===== src/rtl/riscv_defines.sv =====
// Shared RISC-V fetch-path constants.
//   `RISCV_WORD_WIDTH : fetch/instruction word width (32)
//   `RISCV_ADDR_WIDTH : address width (32)
//   riscv_defines_pkg::RISCV_OPC_32BIT : low two opcode bits marking a 32-bit instruction
`ifndef RISCV_DEFINES_SV
`define RISCV_DEFINES_SV

`define RISCV_WORD_WIDTH 32
`define RISCV_ADDR_WIDTH 32

package riscv_defines_pkg;
  localparam logic [1:0] RISCV_OPC_32BIT = 2'b11;
endpackage

`endif


===== src/rtl/prefetch_realign_buffer.sv =====
// Prefetch realignment buffer: accepts 32-bit fetch words and presents
// complete 16/32-bit instructions, including 32-bit instructions that
// straddle two fetch words or the storage wrap.
//   clk, rst_n (async, active-low)
//   flush_i, flush_addr_i           : discard contents, restart at address
//   fetch_valid_i/fetch_ready_o     : fetch word handshake, fetch_data_i
//   instr_valid_o/instr_ready_i     : instruction handshake
//   instr_o, compressed_o, addr_o   : presented instruction
//   level_o                         : valid halfwords held
`ifndef RISCV_DEFINES_SV
`include "riscv_defines.sv"
`endif

module prefetch_realign_buffer
  import riscv_defines_pkg::*;
#(
  parameter int unsigned DEPTH      = 4,
  parameter int unsigned WORD_WIDTH = `RISCV_WORD_WIDTH,
  parameter int unsigned ADDR_WIDTH = `RISCV_ADDR_WIDTH
) (
  input  logic                        clk,
  input  logic                        rst_n,
  input  logic                        flush_i,
  input  logic [ADDR_WIDTH-1:0]       flush_addr_i,
  input  logic                        fetch_valid_i,
  output logic                        fetch_ready_o,
  input  logic [WORD_WIDTH-1:0]       fetch_data_i,
  output logic                        instr_valid_o,
  input  logic                        instr_ready_i,
  output logic [WORD_WIDTH-1:0]       instr_o,
  output logic                        compressed_o,
  output logic [ADDR_WIDTH-1:0]       addr_o,
  output logic [$clog2(2*DEPTH):0]    level_o
);

  localparam int unsigned HW_N  = 2 * DEPTH;
  localparam int unsigned IDX_W = $clog2(HW_N);
  localparam int unsigned WP_W  = $clog2(DEPTH) + 1;
  localparam int unsigned RP_W  = IDX_W + 1;

  logic [WP_W-1:0]       r_wr_ptr;
  logic [RP_W-1:0]       r_rd_ptr;
  logic [ADDR_WIDTH-1:0] r_addr;
  logic [15:0]           r_mem [HW_N];

  logic [RP_W-1:0]  w_diff;
  logic             w_underrun;
  logic [RP_W-1:0]  w_level;
  logic [WP_W-1:0]  w_words_used;
  logic [IDX_W-1:0] w_rd_idx;
  logic [IDX_W-1:0] w_rd_idx1;
  logic [15:0]      w_hw0;
  logic [15:0]      w_hw1;
  logic             w_compressed;
  logic             w_valid;
  logic             w_wr_en;
  logic             w_rd_en;
  logic [WP_W-2:0]  w_slot;

  // Availability 2*wr - rd; the only negative value reachable is -1
  // (misaligned flush, nothing written yet), which shows up as all ones.
  assign w_diff       = {r_wr_ptr, 1'b0} - r_rd_ptr;
  assign w_underrun   = (w_diff == '1);
  assign w_level      = w_underrun ? '0 : w_diff;
  assign w_words_used = r_wr_ptr - r_rd_ptr[RP_W-1:1];

  assign w_rd_idx     = r_rd_ptr[IDX_W-1:0];
  assign w_rd_idx1    = w_rd_idx + IDX_W'(1);
  assign w_hw0        = r_mem[w_rd_idx];
  assign w_hw1        = r_mem[w_rd_idx1];
  assign w_compressed = (w_hw0[1:0] != RISCV_OPC_32BIT);
  assign w_valid      = w_compressed ? (w_level != '0) : (w_level >= RP_W'(2));

  assign w_wr_en = fetch_valid_i && fetch_ready_o && !flush_i;
  assign w_rd_en = w_valid && instr_ready_i;
  assign w_slot  = r_wr_ptr[WP_W-2:0];

  assign fetch_ready_o = (w_words_used < WP_W'(DEPTH));
  assign instr_valid_o = w_valid;
  assign compressed_o  = w_compressed;
  assign instr_o       = w_compressed ? {16'h0000, w_hw0} : {w_hw1, w_hw0};
  assign addr_o        = r_addr;
  assign level_o       = w_level;

  always_ff @(posedge clk or negedge rst_n) begin
    if (!rst_n) begin
      r_wr_ptr <= '0;
      r_rd_ptr <= '0;
      r_addr   <= '0;
    end else if (flush_i) begin
      r_wr_ptr <= '0;
      r_rd_ptr <= {{(RP_W-1){1'b0}}, flush_addr_i[1]};
      r_addr   <= flush_addr_i & ~ADDR_WIDTH'(1);
    end else begin
      if (w_wr_en) begin
        r_wr_ptr <= r_wr_ptr + WP_W'(1);
      end
      if (w_rd_en) begin
        r_rd_ptr <= r_rd_ptr + (w_compressed ? RP_W'(1) : RP_W'(2));
        r_addr   <= r_addr + (w_compressed ? ADDR_WIDTH'(2) : ADDR_WIDTH'(4));
      end
    end
  end

  // Storage is not reset; the pointers alone define what is valid.
  always_ff @(posedge clk) begin
    if (w_wr_en) begin
      r_mem[{w_slot, 1'b0}] <= fetch_data_i[15:0];
      r_mem[{w_slot, 1'b1}] <= fetch_data_i[31:16];
    end
  end

endmodule


===== config.mk =====
export PLATFORM = sky130hd
export DESIGN_NAME = prefetch_realign_buffer
export DESIGN_NICKNAME = d
export VERILOG_FILES = /design/src/rtl/prefetch_realign_buffer.sv
export VERILOG_INCLUDE_DIRS = /design/src /design/src/rtl
export SDC_FILE = /design/constraint.sdc
export NUM_CORES = 1
export LEC_CHECK = 0
export CAP_MARGIN = 20
export CORE_MARGIN = 10
export CORE_UTILIZATION = 55
export CTS_CLUSTER_DIAMETER = 80
export CTS_CLUSTER_SIZE = 28
export DETAILED_ROUTE_END_ITERATION = 10
export GPL_TIMING_DRIVEN = 0
export PLACE_DENSITY_LB_ADDON = 0.15
export SYNTH_ARGS = -nofsm -noshare
export SYNTH_HDL_FRONTEND = slang
export SYNTH_SLANG_ARGS = --single-unit

===== constraint.sdc =====
create_clock -name clk -period 11.3 [get_ports clk]
set_input_delay 2.26 -clock clk [delete_from_list [all_inputs] [get_ports clk]]
set_output_delay 2.26 -clock clk [all_outputs]
set_load 0.1 [all_outputs]

Yosys cells after proc, flatten, opt, wreduce, memory -nomap -nowiden

Memories as Yosys holds them, arrays and structs flattened.
Cells that the tools add are included.

Register bits after elaboration: 39
Bits in writable memories: 128
Bits of input ports: 69
Output and inout bits: 71
Memories kept: 1

Memories:

| name  | depth | width | read ports | clocked after memory_dff | write ports | RTL line                      | source |
|---|---|---|---|---|---|---|---|
| r_mem | 8     | 16    | 2          | 0                        | 2           | prefetch_realign_buffer.sv:44 | `logic [15:0] r_mem [HW_N];` |

Add/sub/neg operators: 6
$lt $le $gt $ge: 2
Equality and inequality tests: 2
Multiplexer cells: 13
Reduce and logical (&&, ||, !) cells: 7

Operators by type and width:

| operator              | count |
|---|---|
| $mux W32              | 3 |
| $add A32 B3 Y32       | 1 |
| $mux W4               | 3 |
| $mux W3               | 3 |
| $add A3 B1 Y3 const B | 2 |
| $add A4 B2 Y4         | 1 |
| $eq A4 B4 Y1 const B  | 1 |
| $ge A4 B2 Y1 const B  | 1 |
| $reduce_bool A2 Y1    | 2 |
| $reduce_bool A4 Y1    | 1 |
| $sub A4 B4 Y4         | 1 |
| $logic_and A1 B1 Y1   | 3 |
| $lt A3 B3 Y1 const B  | 1 |
| $mux W1               | 3 |
| $sub A3 B3 Y3         | 1 |
| $mux W2               | 1 |
| $ne A2 B2 Y1 const B  | 1 |
| $logic_not A1 Y1      | 1 |

Logic depth before layout (Yosys ltp)

Gate-level depths: netlist of the first run.

Depth in word-level cells: 8
Depth in mapped cells: 14

Worst setup path before layout of the first run

OpenSTA, ideal clock, no wires.

Path kind: reg-to-output
Start: register r_rd_ptr[2]
End: output instr_o[22]
Arrival time: 3.953 ns
Data required time: 9.040 ns
Path slack: 5.087 ns
Cell stages (with the launch flop): 7
Path through: dfrtp_1 buf_1 mux4_2 mux2_2 nand2_4 clkbuf_1 a21oi_1

Word-level cells in the longest chain between the ends: 3
Elaborated cells on any way between the ends: 4
Classes of those cells: add/sub (1); eq/ne (1); mux (1); memory (1)

Ends and longest elaborated chain:

| element                | RTL line                      | source |
|---|---|---|
| start, declared        | prefetch_realign_buffer.sv:42 | `logic [RP_W-1:0] r_rd_ptr;` |
| start signal, assigned | prefetch_realign_buffer.sv:92 | `r_rd_ptr <= {{(RP_W-1){1'b0}}, flush_addr_i[1]};` |
| start signal, assigned | prefetch_realign_buffer.sv:99 | `r_rd_ptr <= r_rd_ptr + (w_compressed ? RP_W'(1) : RP_W'(2));` |
| $mem_v2 Z8 W16         | n/a                           |  |
| $ne A2 B2 Y1           | prefetch_realign_buffer.sv:71 | `assign w_compressed = (w_hw0[1:0] != RISCV_OPC_32BIT);` |
| via compressed_o       | prefetch_realign_buffer.sv:31 | `output logic compressed_o,` |
| $mux W32               | prefetch_realign_buffer.sv:81 | `assign instr_o = w_compressed ? {16'h0000, w_hw0} : {w_hw1, w_hw0};` |
| end, declared          | prefetch_realign_buffer.sv:30 | `output logic [WORD_WIDTH-1:0] instr_o,` |

The timed path passes the listed nets, and every way through them passes these cells.

Final worst setup path of the first run

Start: register r_rd_ptr[2]
End: output instr_valid_o

Word-level cells in the longest chain between the ends: 5
Elaborated cells on any way between the ends: 8
Classes of those cells: add/sub (1); order compare (1); eq/ne (2); mux (2); reduce/logical (1); memory (1)

Ends and longest elaborated chain:

| element                                            | RTL line                      | source |
|---|---|---|
| $sub A4 B4 Y4                                      | prefetch_realign_buffer.sv:62 | `assign w_diff = {r_wr_ptr, 1'b0} - r_rd_ptr;` |
| $eq A4 B4 Y1                                       | prefetch_realign_buffer.sv:63 | `assign w_underrun = (w_diff == '1);` |
| $mux W4                                            | prefetch_realign_buffer.sv:64 | `assign w_level = w_underrun ? '0 : w_diff;` |
| $ge A4 B2 Y1 or $reduce_bool A4 Y1 (tied branches) | prefetch_realign_buffer.sv:72 | `assign w_valid = w_compressed ? (w_level != '0) : (w_level >= RP_W'(2));` |
| $mux W1 (*)                                        | prefetch_realign_buffer.sv:72 |  |
| end, declared                                      | prefetch_realign_buffer.sv:28 | `output logic instr_valid_o,` |

Mark *: on every way between the ends. The rest lies on a longest branch, timed or not.

==> results of run 1 <==
==> worst register-to-register path: stages (launching register included) <==
cell,delay (ns)
dfrtp_1,0.41
buf_1,0.50
mux4_2,0.40
mux2_2,0.33
nand2_4,0.16
clkbuf_1,0.67
ha_1,0.33
fa_1,0.22
nand3_1,0.19
nor2_1,0.51
nand2_1,0.22
clkbuf_1,0.29
or4_1,0.46
a31oi_1,0.18
==> layout make-up <==
type	instances	area, µm²	area share, %
Clock buffer	17	425	3.99
Multi-Input combinational cell	415	3440	32.3
Timing Repair Buffer	137	1370	12.9
Inverter	15	56.3	0.528
Buffer	42	180	1.69
Clock inverter	15	153	1.43
Sequential cell	166	4790	45.0
Tap cell	188	235	2.21
==> per-layer routing <==
| layer | share of wire, % | up-vias |
|---|---|---|
| met5 | 0 | - |
| met4 | 3.8 | 0 |
| met3 | 9.9 | 79 |
| met2 | 49 | 424 |
| met1 | 38 | 3147 |
| li1 | - | 2805 |
==> metrics by stage <==
stage,std cells,instance area (µm²),worst slack [ns],hold slack (ns),utilization (%)
after floorplan,638,8470,5.09,0.524,-
after global placement,962,10100,4.10,0.547,66.5
after detailed placement,962,10100,3.98,0.565,66.5
after CTS,994,10600,3.49,0.577,70.3
after global routing,995,10700,3.27,0.620,70.4
final,995,10700,3.47,0.573,70.4
==> synthesized netlist by cell type (4+ instances only) <==
library cell,count,area share (%)
nor2b_1,5,0.37
inv_1,13,0.58
a22oi_1,4,0.35
and2_1,5,0.37
edfxtp_1,128,45
a21oi_1,26,1.5
nand3_1,20,1.2
nor2_1,35,1.6
buf_1,12,0.53
ha_1,14,2.1
mux4_2,64,17
o21ai_0,18,1.1
nand2_1,101,4.5
nor3_1,9,0.53
dfrtp_1,38,11
o31ai_1,14,1.2
nand4_1,11,0.81
clkbuf_1,24,1.1
or4_1,15,1.3
or3_1,11,0.81
xor2_1,4,0.41
and3_1,8,0.59
a31oi_1,26,1.9
==> registers in the layout (all words and copies together) (netlist names) <==
register,count
addr_o,31
r_rd_ptr,4
r_mem,128
r_wr_ptr,3
==> final timing paths <==
path,slack (ns),start,cells past startpoint,end
max in group asynchronous,8.80,rst_n,1,addr_o[14]$_DFFE_PN0P_
min,0.57,r_wr_ptr[2]$_DFFE_PN0P_,2,r_wr_ptr[2]$_DFFE_PN0P_
min in group asynchronous,1.95,rst_n,1,addr_o[9]$_DFFE_PN0P_
max,3.47,r_rd_ptr[2]$_DFFE_PN0P_,13,instr_valid_o
min reg2reg,0.57,r_wr_ptr[2]$_DFFE_PN0P_,2,r_wr_ptr[2]$_DFFE_PN0P_
max reg2reg,6.37,r_rd_ptr[2]$_DFFE_PN0P_,13,addr_o[11]$_DFFE_PN0P_
==> layout by cell type, fill, tap and decap left out, drive strengths merged, types with 20 or more instances in the layout <==
| master | instances |
|---|---|
| clkdlybuf4s50 | 135 |
| edfxtp | 128 |
| nand2 | 102 |
| mux4 | 64 |
| clkbuf | 41 |
| dfrtp | 38 |
| nor2 | 35 |
| a21oi | 26 |
| a31oi | 26 |
| nand3 | 20 |
| buf | 20 |
==> cell families after synthesis <==
family | Yosys count | synth area share (%)
and+or+nand+nor | 226 | 12.6
xor gates and xnor gates | 7 | 0.724
adders and majority gates | 17 | 2.78
buffers and inverters | 57 | 2.79
DFF | 166 | 56.6
other | 1 | 0.0443
muxes | 67 | 17.4
AOI/OAI and AO/OA | 97 | 7.05
==> flow_summary_export.csv, run 1 <==
group,metric,value,unit
status,status,"finished clean",
worst_setup_path,crit_buf_inv,8,
global_routing,top_usage_layer,"met2",
global_routing,grt_pass1_vias,6617,
finish,antennaDiodeCount,0,
finish,fillers,1071,
sta,fmaxAchievable,128,MHz
worst_setup_path,critical_path_required,9.04,ns
logic_synthesis,seq_area_frac_synth,56.6,%
clock_network,root_buffer,"clkbuf_16",
drt,drt_pre_antenna_iters,6,
sta,hold_viol,0,
die,initial_core_util,55.9,%
worst_setup_path,crit_type,"reg -> out",
worst_setup_path,crit_chain,"buf_1 > clkinv_1 > clkbuf_1 > ha_1 > a21oi_1 > and3_1 > o31ai_1 > o221a_2 > buf_6 > buf_6 > inv_1 > buf_2 > clkdlybuf4s50_1",
clock_network,cts_inserted_buffers,17,
die,die_y,144,µm
sta,fin_crit,7.83,ns
drt,drc,0,
logic_synthesis,avgSynthCellArea,13.3,µm²
logic_synthesis,synthesis.nets,724,
sta,slew_headroom,26.3,%
finish,syn_to_final_growth,25.9,%
global_routing,grt_first_pass_wirelength,36.4,mm
clock_network,tritoncts,"yes",
logic_synthesis,ys_warn_count,0,
logic_synthesis,synth-seq-cells,166,
drt,drt-initial-drc-count,726,
job,cap_violations,0,
global_routing,use_met3,5.31,%
drt,dr_total_vias,6455,
place,hpwlAfterDp,16.1,mm
sta,slew_violations,0,
worst_setup_path,critPathMostFrequentCell,"buf_6",
logic_synthesis,netlist_instances,638,
clock_network,cts.repair.resized,0,
worst_hold_path,hold_path_class,"reg -> reg",
global_routing,grt_use_met2,38.1,%
logic_synthesis,synth_enable_flop_cells,128,
sta,setup_viol,0,
logic_synthesis,synth_area,8470,µm²
die,die-width,144,µm
clock_network,clock_path_buffers,2,
worst_setup_path,max_stage_delay,1.20,ns
global_routing,antenna_found_initial,0,
place,place_congestion,0.963,
clock_network,cts-htree-levels,4,
worst_setup_path,critPathTopFamily,"buffers and inverters",
finish,layout-drive-gt1-share,13.9,%
place,port_buffers,136,
clock_network,cts_sinks,166,
drt,drt_wl_total,23.8,mm
die,row_count,45,
clock_network,clkTransAtPathRegs,0.07,ns
clock_network,insertion_delay,0.43,ns
drt,viasPerCell,6.49,
worst_setup_path,cp-end-kind,"primary output",
sta,rsz0062_at_grt,"false",
sta,worstMarginPinSlew,1.11,ns
sta,fin_crit_sh,69.3,%
worst_setup_path,crit_fanout,10,
drt,avgRoutedWirePerCell,23.9,µm
global_routing,grt_max_degree,39,
logic_synthesis,ys_types,46,
worst_setup_path,startpoint_type,"register",
global_routing,grt-ovfl-total,0,
die,core_region_area,15100,µm²
drt,ant_nets,0,
worst_setup_path,crit_arrival,5.57,ns
logic_synthesis,synthArstFlopShare,22.9,%
sta,worst_clock_skew,0.00791,ns
die,pin_count,140,
clock_network,post_cts_buffers,0,
logic_synthesis,synthFlopType,"edfxtp_1",
global_routing,met1_usage,28.0,%
finish,layout.nets,880,
clock_network,cts-hold-fix-buffers,0,
sta,tns,0,ns
worst_setup_path,slowest_stage,"clkdlybuf4s50_1",
global_routing,grt_usage,23.0,%
die,dieArea,20800,µm²
Power of run 1 is not shown: default switching activity piles up to over one toggle a cycle in this logic, so the estimate is an artifact.
==> inputs of run 2 (changes only) <==
--- a/config.mk
+++ b/config.mk
@@ -8,7 +8,7 @@
 export LEC_CHECK = 0
 export CAP_MARGIN = 20
 export CORE_MARGIN = 10
-export CORE_UTILIZATION = 55
+export CORE_UTILIZATION = 49
 export CTS_CLUSTER_DIAMETER = 80
 export CTS_CLUSTER_SIZE = 28
 export DETAILED_ROUTE_END_ITERATION = 10
==> constraint.sdc (replaced) <==
create_clock -name clk -period 6.8 [get_ports clk]
set_input_delay 1.36 -clock clk [delete_from_list [all_inputs] [get_ports clk]]
set_output_delay 1.36 -clock clk [all_outputs]
set_load 0.1 [all_outputs]
==> run 2 against run 1 <==
Net effect: count of clock-buffer cells in the layout stayed put; critical path depth stayed put; global-route usage decreased by 1.7 points; final cell count rose by 3.7%; clock skew up 0.0050 ns; sequential cell count unchanged; die area rose by 11%; non-clock buffer count unchanged; routed wire length is 1.7% higher; worst hold slack better by 0.0041 ns; first-iteration DRC count shrank 27%; sequential share of layout area is 0.13 points lower; critical path type unchanged; largest cell class unchanged.
==> flow_summary_export.csv, run 2 (synthesis gave the netlist of run 1 again) <==
group,metric,value,unit
die,die-width,151,µm
worst_hold_path,hold_path_class,"reg -> reg",
sta,setup_viol,0,
place,hpwlAfterDp,17.0,mm
global_routing,grt_max_degree,39,
clock_network,clock_path_buffers,2,
die,pin_count,140,
global_routing,grt-ovfl-total,0,
drt,viasPerCell,6.14,
drt,drt-initial-drc-count,527,
sta,worst_clock_skew,0.0130,ns
clock_network,root_buffer,"clkbuf_16",
sta,fin_crit,6.29,ns
worst_setup_path,crit_fanout,10,
worst_setup_path,crit-reg2reg-launch,"r_rd_ptr[2]$_DFFE_PN0P_",
worst_setup_path,crit_type,"reg -> out",
place,port_buffers,136,
finish,mostFrequentLayoutCells,"clkdlybuf4s50_1 (134), edfxtp_1 (128), nand2_1 (101), mux4_2 (64), dfrtp_1 (38)",
die,core_region_area,17100,µm²
finish,antennaDiodeCount,0,
clock_network,post_cts_buffers,0,
drt,drt_wl_total,24.2,mm
global_routing,antenna_found_initial,0,
place,place_congestion,0.917,
clock_network,clkTransAtPathRegs,0.07,ns
global_routing,grt_first_pass_wirelength,37.1,mm
drt,ant_nets,0,
die,initial_core_util,49.5,%
sta,hold_viol,0,
sta,fmaxAchievable,159,MHz
global_routing,grt_pass1_vias,6527,
worst_setup_path,crit_buf_inv,8,
finish,largest_reg_flops,128,
finish,top_register,"r_mem",
drt,avgRoutedWirePerCell,23.5,µm
job,cap_violations,0,
worst_setup_path,crit_start,"r_rd_ptr[2]$_DFFE_PN0P_",
die,die_y,151,µm
worst_setup_path,critPathTopFamily,"buffers and inverters",
die,dieArea,22900,µm²
sta,rsz0062_at_grt,"false",
finish,layout-drive-gt1-share,14.1,%
clock_network,cts_inserted_buffers,17,
sta,tns,0,ns
worst_setup_path,cp-end-kind,"primary output",
worst_setup_path,max_stage_delay,0.51,ns
sta,slew_headroom,29.1,%
worst_hold_path,hold_start,"addr_o[31]$_DFFE_PN0P_",
worst_setup_path,critical_path_required,5.44,ns
sta,slew_violations,0,
drt,dr_total_vias,6336,
die,row_count,48,
sta,fin_crit_sh,92.5,%
status,status,"finished clean",
worst_setup_path,crit_chain,"buf_1 > clkinv_1 > clkbuf_1 > ha_1 > a21oi_1 > and3_1 > o31ai_1 > o221a_2 > buf_6 > buf_6 > inv_1 > buf_2 > clkbuf_2",
worst_setup_path,startpoint_type,"register",
global_routing,grt_usage,21.4,%
worst_setup_path,crit_arrival,4.93,ns
clock_network,insertion_delay,0.44,ns
clock_network,cts-hold-fix-buffers,0,
clock_network,tritoncts,"yes",
finish,final_common_cell,"clkdlybuf4s50_1",
finish,layout.nets,880,
worst_setup_path,critPathMostFrequentCell,"buf_6",
clock_network,cts-htree-levels,4,
worst_setup_path,slowest_stage,"clkbuf_2",
drt,drc,0,
clock_network,cts_sinks,166,
finish,syn_to_final_growth,26.2,%
sta,worstMarginPinSlew,1.06,ns
drt,drt_pre_antenna_iters,7,
run 2: cell types whose count changed in the layout (fill, tap and decap cells not counted), sizes merged:
cell	before	now
clkdlybuf4s50	135	134
inv	18	22
bufinv	2	1
clkbuf	41	42
clkinv	9	6
run 2: worst min-delay path, stage by stage (launching register included):
cell	delay (ns)
dfrtp_1	0.36
or3_1	0.11
a31oi_1	0.07
run 2: worst paths after layout:
path	to	slack, ns	cells after the start
max in group asynchronous	addr_o[21]$_DFFE_PN0P_	5.20	1
setup / recovery	instr_valid_o	0.51	13
setup reg to reg	addr_o[11]$_DFFE_PN0P_	1.86	13
hold reg to reg	addr_o[31]$_DFFE_PN0P_	0.58	2
min in group asynchronous	addr_o[11]$_DFFE_PN0P_	1.05	1
hold / removal	addr_o[31]$_DFFE_PN0P_	0.58	2
run 2: per-stage QoR:
stage                     utilization, %  area, µm²  hold slack, ns  setup WS [ns]  std cells
after floorplan                        -       8470           0.524           1.49        638
after global placement              59.1      10100           0.541          0.391        999
after detailed placement            59.1      10100           0.567          0.304        999
after CTS                           62.4      10700           0.579         0.0877       1031
after global routing                62.4      10700           0.605          0.233       1032
final                               62.4      10700           0.577          0.508       1032
run 2: timing repair:
item | 4_1_cts | 5_1_grt
gates resized for setup | 1 | 2
endpoints found under the setup margin | 1 | 1
hold endpoints to repair | 0 | 0
run 2: cell type report:
class | instances | area, µm²
repair buffers | 137 | 1370
inverters | 15 | 56.3
multi-input cells | 415 | 3440
flip-flops and latches | 166 | 4790
clock buffers | 17 | 425
well taps | 225 | 282
clock inverters | 15 | 143
fillers | 1308 | 6430
plain buffers | 42 | 180
run 2: layer usage:
layer	up-vias	wire (µm)	track usage [%]
met5	-	0	0
met4	0	408	7.22
met3	33	2010	5.11
met2	323	12300	36.6
met1	3175	9480	26.0
li1	2805	-	-
Power of run 2 is left out for the same reason.
